===== src/rtl/player_hit_scheduler.sv =====
`default_nettype none
// ============================================================================
//  Module      : player_hit_scheduler
//  Description : Scans every enemy bullet slot once per frame through a single
//                shared hitbox comparator. Retires the first bullet that hits,
//                owns the player health counter and the post-hit
//                invulnerability window, and raises boom on death.
//                Optional macro PLAYER_SHIELD_EN adds a one-hit shield.
//  Revision    : 1.0 - initial release
// ============================================================================
module player_hit_scheduler #(
  parameter int N_SLOTS     = 8,
  parameter int IDX_W       = 3,
  parameter int INIT_HEALTH = 3,
  parameter int INV_FRAMES  = 60,
  parameter int HB_XL       = 10,
  parameter int HB_XR       = 50,
  parameter int HB_YT       = 50,
  parameter int HB_YB       = 40
) (
  input  logic             clk,
  input  logic             rst,
  input  logic             frame_tick,
  input  logic             restart,
  input  logic             my_en,
  input  logic [9:0]       p_x,
  input  logic [9:0]       p_y,
  output logic [IDX_W-1:0] slot_idx,
  input  logic [9:0]       slot_x,
  input  logic [9:0]       slot_y,
  input  logic             slot_en,
  output logic             kill_valid,
  output logic [IDX_W-1:0] kill_idx,
  output logic [3:0]       health,
  output logic             hit_pulse,
  output logic             invuln,
  output logic             busy,
  output logic             boom
`ifdef PLAYER_SHIELD_EN
  ,
  input  logic             shield_grant,
  output logic             shield
`endif
);

  localparam int c_inv_w = $clog2(INV_FRAMES + 1);

  localparam logic [10:0]        c_hb_xl    = 11'(HB_XL);
  localparam logic [10:0]        c_hb_xr    = 11'(HB_XR);
  localparam logic [10:0]        c_hb_yt    = 11'(HB_YT);
  localparam logic [10:0]        c_hb_yb    = 11'(HB_YB);
  localparam logic [3:0]         c_init_hp  = 4'(INIT_HEALTH);
  localparam logic [c_inv_w-1:0] c_inv_load = c_inv_w'(INV_FRAMES);
  localparam logic [IDX_W-1:0]   c_last_idx = IDX_W'(N_SLOTS - 1);

  typedef enum logic [1:0] {
    ST_IDLE = 2'd0,
    ST_SCAN = 2'd1,
    ST_INV  = 2'd2,
    ST_DEAD = 2'd3
  } state_t;

  state_t             r_state,    w_state_nxt;
  logic [IDX_W-1:0]   r_slot_idx, w_slot_idx_nxt;
  logic [3:0]         r_health,   w_health_nxt;
  logic [c_inv_w-1:0] r_inv_cnt,  w_inv_cnt_nxt;
  logic               r_kill,     w_kill_nxt;
  logic [IDX_W-1:0]   r_kill_idx, w_kill_idx_nxt;
  logic               r_shield,   w_shield_nxt;
  logic               w_shield_used;
  logic               w_grant;

  // Hitbox test on the addressed slot; 11-bit operands so additions never wrap.
  logic w_hit_xl, w_hit_xr, w_hit_yt, w_hit_yb, w_hit;
  assign w_hit_xl = ({1'b0, p_x} + c_hb_xl) >= {1'b0, slot_x};
  assign w_hit_xr = {1'b0, p_x} < ({1'b0, slot_x} + c_hb_xr);
  assign w_hit_yt = ({1'b0, p_y} + c_hb_yt) >= {1'b0, slot_y};
  assign w_hit_yb = {1'b0, p_y} < ({1'b0, slot_y} + c_hb_yb);
  assign w_hit    = slot_en & w_hit_xl & w_hit_xr & w_hit_yt & w_hit_yb;

`ifdef PLAYER_SHIELD_EN
  assign w_grant = shield_grant;
  assign shield  = r_shield;
`else
  assign w_grant = 1'b0;
`endif

  // State register and all datapath registers.
  always_ff @(posedge clk or posedge rst) begin
    if (rst) begin
      r_state    <= ST_IDLE;
      r_slot_idx <= '0;
      r_health   <= c_init_hp;
      r_inv_cnt  <= '0;
      r_kill     <= 1'b0;
      r_kill_idx <= '0;
      r_shield   <= 1'b0;
    end else begin
      r_state    <= w_state_nxt;
      r_slot_idx <= w_slot_idx_nxt;
      r_health   <= w_health_nxt;
      r_inv_cnt  <= w_inv_cnt_nxt;
      r_kill     <= w_kill_nxt;
      r_kill_idx <= w_kill_idx_nxt;
      r_shield   <= w_shield_nxt;
    end
  end

  // Next-state and datapath updates; restart overrides everything.
  always_comb begin
    w_state_nxt    = r_state;
    w_slot_idx_nxt = r_slot_idx;
    w_health_nxt   = r_health;
    w_inv_cnt_nxt  = r_inv_cnt;
    w_kill_nxt     = 1'b0;
    w_kill_idx_nxt = r_kill_idx;
    w_shield_nxt   = r_shield;
    w_shield_used  = 1'b0;

    if (restart) begin
      w_state_nxt    = ST_IDLE;
      w_slot_idx_nxt = '0;
      w_health_nxt   = c_init_hp;
      w_inv_cnt_nxt  = '0;
      w_shield_nxt   = 1'b0;
    end else begin
      case (r_state)
        ST_IDLE: begin
          if (frame_tick && my_en && (r_health != 4'd0)) begin
            w_state_nxt    = ST_SCAN;
            w_slot_idx_nxt = '0;
          end
        end
        ST_SCAN: begin
          if (w_hit) begin
            // First hit ends the frame's scan; only one hit per frame.
            w_kill_nxt     = 1'b1;
            w_kill_idx_nxt = r_slot_idx;
            w_slot_idx_nxt = '0;
            if (r_shield) begin
              w_shield_nxt  = 1'b0;
              w_shield_used = 1'b1;
              w_state_nxt   = ST_IDLE;
            end else if (r_health <= 4'd1) begin
              w_health_nxt = 4'd0;
              w_state_nxt  = ST_DEAD;
            end else begin
              w_health_nxt  = r_health - 4'd1;
              w_inv_cnt_nxt = c_inv_load;
              w_state_nxt   = ST_INV;
            end
          end else if ((r_slot_idx == c_last_idx) || !my_en) begin
            w_state_nxt    = ST_IDLE;
            w_slot_idx_nxt = '0;
          end else begin
            w_slot_idx_nxt = r_slot_idx + 1'b1;
          end
        end
        ST_INV: begin
          if (r_inv_cnt == '0) begin
            w_state_nxt = ST_IDLE;
          end else if (frame_tick) begin
            w_inv_cnt_nxt = r_inv_cnt - 1'b1;
            if (r_inv_cnt == c_inv_w'(1)) begin
              w_state_nxt = ST_IDLE;
            end
          end
        end
        default: begin
          w_health_nxt = 4'd0;
          w_shield_nxt = 1'b0;
        end
      endcase

      // A grant is ignored in the cycle a shield absorbs a hit and on death.
      if (w_grant && !w_shield_used && (w_state_nxt != ST_DEAD)) begin
        w_shield_nxt = 1'b1;
      end
      if (w_state_nxt == ST_DEAD) begin
        w_shield_nxt = 1'b0;
      end
    end
  end

  assign slot_idx   = r_slot_idx;
  assign kill_valid = r_kill;
  assign hit_pulse  = r_kill;
  assign kill_idx   = r_kill_idx;
  assign health     = r_health;
  assign busy       = (r_state == ST_SCAN);
  assign invuln     = (r_state == ST_INV);
  assign boom       = (r_state == ST_DEAD);

endmodule
`default_nettype wire

===== config.mk =====
export PLATFORM = sky130hd
export DESIGN_NAME = player_hit_scheduler
export DESIGN_NICKNAME = d
export VERILOG_FILES = /design/src/rtl/player_hit_scheduler.sv
export SDC_FILE = /design/constraint.sdc
export NUM_CORES = 1
export LEC_CHECK = 0
export ABC_AREA = 1
export CORE_UTILIZATION = 56
export CTS_CLUSTER_DIAMETER = 60
export DETAILED_ROUTE_END_ITERATION = 10
export PLACE_DENSITY_LB_ADDON = 0.15
export REMOVE_ABC_BUFFERS = 1
export SLEW_MARGIN = 20
export SYNTH_ARGS = -nofsm -noshare
export SYNTH_HDL_FRONTEND = slang
export SYNTH_SLANG_ARGS = --single-unit

===== constraint.sdc =====
create_clock -name clk -period 2.8 [get_ports clk]
set_input_delay 0.28 -clock clk [delete_from_list [all_inputs] [get_ports clk]]
set_output_delay 0.28 -clock clk [all_outputs]
set_load 0.1 [all_outputs]

# --- Yosys cells after proc, flatten, opt, wreduce, memory -nomap -nowiden ---
# Index checks and enable logic that the tools add are counted.
classes:
  addsub: 7
  magnitude_cmp: 5
  eq_ne: 15
  mux: 35
  bitwise: 5
  n_reduce_logical: 15
op_table:
  columns: ["cell", "n"]
  rows:
  - ["$mux 6", 6]
  - ["$add 10x6->11 const B", 3]
  - ["$ge 11x10->1", 2]
  - ["$lt 10x11->1", 2]
  - ["$mux 2", 9]
  - ["$mux 4", 4]
  - ["$ne 3x3->1 const B", 5]
  - ["$mux 3", 4]
  - ["$pmux 6 s2", 1]
  - ["$add 10x4->11 const B", 1]
  - ["$pmux 4 s2", 1]
  - ["$mux 1", 7]
  - ["$eq 2x2->1 const B", 3]
  - ["$eq 6x1->1 const B", 1]
  - ["$logic_not 6->1", 1]
  - ["$pmux 2 s3", 1]
  - ["$pmux 3 s2", 1]
  - ["$reduce_and 3->1", 2]
  - ["$reduce_and 6->1", 1]
  - ["$reduce_bool 3->1", 2]
  - ["$sub 6x1->6 const B", 1]
  - ["$and 1x1->1", 4]
  - ["$le 4x1->1 const B", 1]
  - ["$ne 4x2->1 const B", 1]
  - ["other kinds (16)", 18]
word_totals:
  ff_bits: 20
  input_bits: 46
  out_inout_bits: 15
  word_cells: 89

# --- Longest topological paths before layout ---
logic_depth:
  depth_word: 12
  ltp_mapped: 22
  mapped_depth_nobuf: 21

# --- Worst setup path after synthesis ---
# Ideal clock, no wire load.
synth_timing:
  kind: "input -> register"
  start: "input p_x[1]"
  end: "register r_inv_cnt[4]"
  setup_time_ps: 124
  arrival_ps: 2271
  required_ps: 2676
  path_slack_ps: 406
  stages: 20
  path_buffers: 1
  path_cell_list: "ha_1 -> o21ai_0 -> nor2_1 -> xor2_1 -> ha_1 -> nand2_1 -> inv_1 -> nand2_1 -> nand3b_1 -> nand3_1 -> nor2_1 -> nand2_1 -> nand2_1 -> nor2_2 -> nand2_2 -> nand2_2 -> nand2_2 -> buf_6 -> nand2_2 -> o21ai_2"
synth_via:
  elab_chain_len: 8
  word_cells_on_any_way: 9
  classes_between: "add/sub: 1; order compare: 2; eq/ne: 1; bitwise: 4; reduce/logical: 1"
synth_lines:
  columns: ["element", "line_no", "source"]
  rows:
  - ["start: declaration", "26", "input logic [9:0] p_x,"]
  - ["$add 10x4->11", "75", "assign w_hit_xl = ({1'b0, p_x} + c_hb_xl) >= {1'b0, slot_x};"]
  - ["$ge 11x10->1", "75", null]
  - ["$and 1x1->1", "79", "assign w_hit = slot_en & w_hit_xl & w_hit_xr & w_hit_yt & w_hit_yb;"]
  - ["$and 1x1->1 (*) (3 in series)", "79", null]
  - ["$ne 3x2->1 (no line) (*)", null, null]
  - ["$reduce_and 6->1 (no line) (*)", null, null]
  - ["end signal: assignment", "102", "r_inv_cnt <= w_inv_cnt_nxt;"]
  - ["end: declaration", "66", "logic [c_inv_w-1:0] r_inv_cnt, w_inv_cnt_nxt;"]
# Every way passes the cells marked *; elsewhere a longest branch is shown, timed or not.
# A chain may end at the register's enable or synchronous reset.

# --- Final worst setup path ---
layout_timing:
  start: "input p_x[5]"
  end: "register r_health[2] (netlist: health[2])"
layout_via:
  elab_chain_len: 8
  word_cells_on_any_way: 9
  classes_between: "add/sub: 1; order compare: 2; eq/ne: 1; bitwise: 4; reduce/logical: 1"
layout_lines:
  columns: ["element", "line_no", "source"]
  rows:
  - ["$add 10x4->11", "75", null]
  - ["$ge 11x10->1", "75", null]
  - ["$and 1x1->1", "79", null]
  - ["$and 1x1->1 (*) (3 in series)", "79", null]
  - ["$ne 3x2->1 (no line) (*)", null, null]
  - ["$reduce_and 3->1 (no line) (*)", null, null]
  - ["end signal: assignment", "93", "r_health <= c_init_hp;"]
  - ["end signal: assignment", "101", "r_health <= w_health_nxt;"]
  - ["end: declaration", "65", "logic [3:0] r_health, w_health_nxt;"]
# Marked as above.

==> impl_metrics.yaml <==
routing:
  wire_per_inst_um: 11.9
  firstDrtPassIters: 6
  drc: 0
  drt-vias-per-instance: 5.15
  drt_iter0_drc: 151
  antenna_left: 0
  routed_wirelength_um: 6840
  vias: 2960
layout:
  regArea_um2: 478
  drive_above_1_share_pct: 21.5
  mostFrequentLayoutCells: "nand2_1, inv_1, buf_4"
  antennaDiodeCount: 0
  final_nets: 609
  multi_input_area_um2: 2130
  final_common_cell: "nand2_1"
  area_growth_pct: 40.6
  fillers: 335
placement:
  io_buffers: 60
  dp_hpwl_um: 5640
  post-place-ws_ps: -318
  routabilityCongestion: 0.901
sta:
  fmax_ghz: 0.370
  holdWs_ps: 441
  finClkSkew_ps: 2.69
  final_max_slew_viol_count: 0
  relSlewSlack_pct: 51.6
  setup_ws_ps: 100
  fin_crit_sh_pct: 96.4
  setup_viol: 0
  min_period_ps: 2700
  worst_pin_slew_ps: 726
  report.final.hold_viol_count: 0
worst_setup_path:
  cp-start-kind: "input port"
  crit_top_cell: "nand2_1"
  worstPathMaxFanout: 8
  critical_path_required_ps: 2950
  cp_num_buf_inv: 4
  r2r_start: "health[0]$_DFFE_PP1P_"
  crit_family: "simple AND/OR/NAND/NOR gates"
  critPathArrivalTime_ps: 2850
  slowest_delay_ps: 530
  startpoint: "p_x[5]"
  path_cells: "clkdlybuf4s50_1, nand3_2, nand3b_1, xor2_1, inv_1, ha_4, nand2_1, inv_1, nand2_1, nand3b_1, nand3_1, nor2_1, nand2_1, nand2_2, nor2_4, nand2_2, nand2_2, buf_4, nand2_4, nand2_1, o21ai_1"
  cpMaxStageDelayCell: "clkdlybuf4s50_1"
  end_kind: "flip-flop"
  path_class: "input port to flip-flop"
die:
  ios: 61
  dieArea_um2: 5270
  num_rows: 25
  die_x_um: 72.6
  coreArea_um2: 4750
  start_util_pct: 58.7
  die_height_um: 72.6
synth:
  synth_enable_flop_cells: 0
  syn-cell-area_um2: 2790
  synth_mux_area_share_pct: 0
  ys_types: 31
  synth_compound_area_share_pct: 11.8
  avgSynthCellArea_um2: 6.96
  ys.warnings.count: 0
  synthCells: 401
  ys_seq_elements: 19
  synth_seq_area_share_pct: 17.1
  synth-xor-area-share_pct: 8.16
  synth-simple-area-share_pct: 28.8
  synth_flop_cell: "dfrtp_1"
  synth_top_family_by_area: "simple AND/OR/NAND/NOR gates"
  async_reset_ff_share_pct: 100
  synth_fa_ha_area_share_pct: 24.2
clock_network:
  postCtsHoldBufs: 0
  clockBufferDepth: 2
  cts_max_level: 1
  clock_latency_ps: 260
  cts_tree: "done"
  cts_sinks: 19
  cts_root_buf: "clkbuf_8"
  clk_pin_slew_ps: 70
  cts_buffers: 3
global_routing:
  grt_pass1_vias: 2753
  grt_pass1_wl_um: 11200
  grtUsageTotal_pct: 26.2
  antenna_found_initial: 0
  grt_overflow: 0
  grt_start_max_net_pins: 20
power_and_ir_drop:
  seqPwrFrac_pct: 23.8
  p_sw_uw: 916
  switching_share_pct: 51.6
  power.density_nw_per_um2: 452
  intPower_uw: 859
  comb_power_share_pct: 65.3
  clkPwrFrac_pct: 10.9
  ir_drop_uv: 379
  leakage_uw: 0.00213
run:
  maxCapViolCount: 0
min_path:
  min_path_type: "input port to async pin"
status:
  status: "complete, no violations"
-- metal layers --
layer  global-route usage [%]  routed length [um]  share of wire (%)  up-vias
li1                         -                   -                  -     1516
met1                     33.4                3140                 46     1367
met2                     48.2                3370                 49       66
met3                     3.45                 248                3.6       11
met4                     3.49                  75                1.1        0
met5                        0                   0                  0        -
-- per-stage QoR --
stage / instances / cell area (um^2) / util, % / power (uW) / setup TNS, ps
after floorplan: 399 / 2770 / - / 1210 / 0
after global placement: 570 / 3750 / 78.8 / 1500 / -3480
after detailed placement: 570 / 3750 / 78.8 / 1540 / -4740
after CTS: 574 / 3810 / 80.1 / 1750 / 0
after global routing: 575 / 3920 / 82.5 / 1910 / -517
final: 575 / 3920 / 82.5 / 1770 / 0
-- registers in the layout, indices dropped and copies added, names as in the netlist --
| signal | count |
|---|---|
| r_state | 2 |
| r_inv_cnt | 6 |
| kill_idx | 3 |
| slot_idx | 3 |
| hit_pulse | 1 |
| health | 4 |
-- area by class of cell --
cell class                      count  area share [%]
Clock inverter                      1           0.128
Tap cell                           67            2.14
Inverter                           68            6.51
Timing Repair Buffer              105            23.6
Multi-Input combinational cell    312            54.4
Sequential cell                    19            12.2
Clock buffer                        3            1.05
-- kinds of logic (layout without fill, tap and decap cells) --
logic type	Yosys count	count (layout)
buf+inv	70	177
compound gates	56	56
fa+ha+maj	54	54
xor+xnor	26	26
flops	19	19
simple gates	176	176
-- worst reg2reg max path, cell delays in order (launching register included) --
cell and delay (ps):
dfstp_2 570, inv_1 80, ha_1 220, o21ai_0 380, nor2_1 130, a221oi_1 370, nand2_4 210, nand2_1 130
o21ai_2 60
-- cells in the mapped netlist (6+ instances only) --
library cell | number | area share (%)
dfrtp_1 | 17 | 15
o21ai_0 | 19 | 3.4
o21ai_2 | 7 | 2.2
nor2_1 | 34 | 4.6
a21oi_1 | 15 | 2.7
inv_1 | 65 | 8.7
nand2_2 | 11 | 2.5
xnor2_1 | 7 | 2.2
nor3_1 | 6 | 1.1
ha_1 | 54 | 24
xor2_1 | 19 | 6.0
nand2_1 | 81 | 11
nand3b_1 | 6 | 1.6
nand3_1 | 26 | 4.7
-- power by group through the flow --
| stage | registers, uW | clock network, uW | logic, uW |
|---|---|---|---|
| after floorplan | 603 | 0 | 607 |
| after global placement | 422 | 0 | 1070 |
| after detailed placement | 425 | 0 | 1110 |
| after CTS | 420 | 195 | 1140 |
| after global routing | 430 | 207 | 1270 |
| final | 422 | 194 | 1160 |
-- worst paths after layout --
path | slack, ps | cells past startpoint | to
max | 100 | 21 | health[2]$_DFFE_PP0P_
max reg2reg | 540 | 8 | r_inv_cnt[1]$_DFFE_PP0P_
max in group asynchronous | 1900 | 2 | r_state[0]$_DFFE_PP0P_
min in group clk | 510 | 2 | health[1]$_DFFE_PP1P_
min reg2reg | 510 | 2 | health[1]$_DFFE_PP1P_
min | 440 | 2 | slot_idx[1]$_DFFE_PP0P_
-- what timing repair did --
action / 4_1_cts / 5_1_grt
buffers inserted: 0 / 1
resized for setup: 4 / 30
pin swaps: 0 / 11
setup endpoints to repair: 9 / 19
Power figures use the tool's default switching activity.
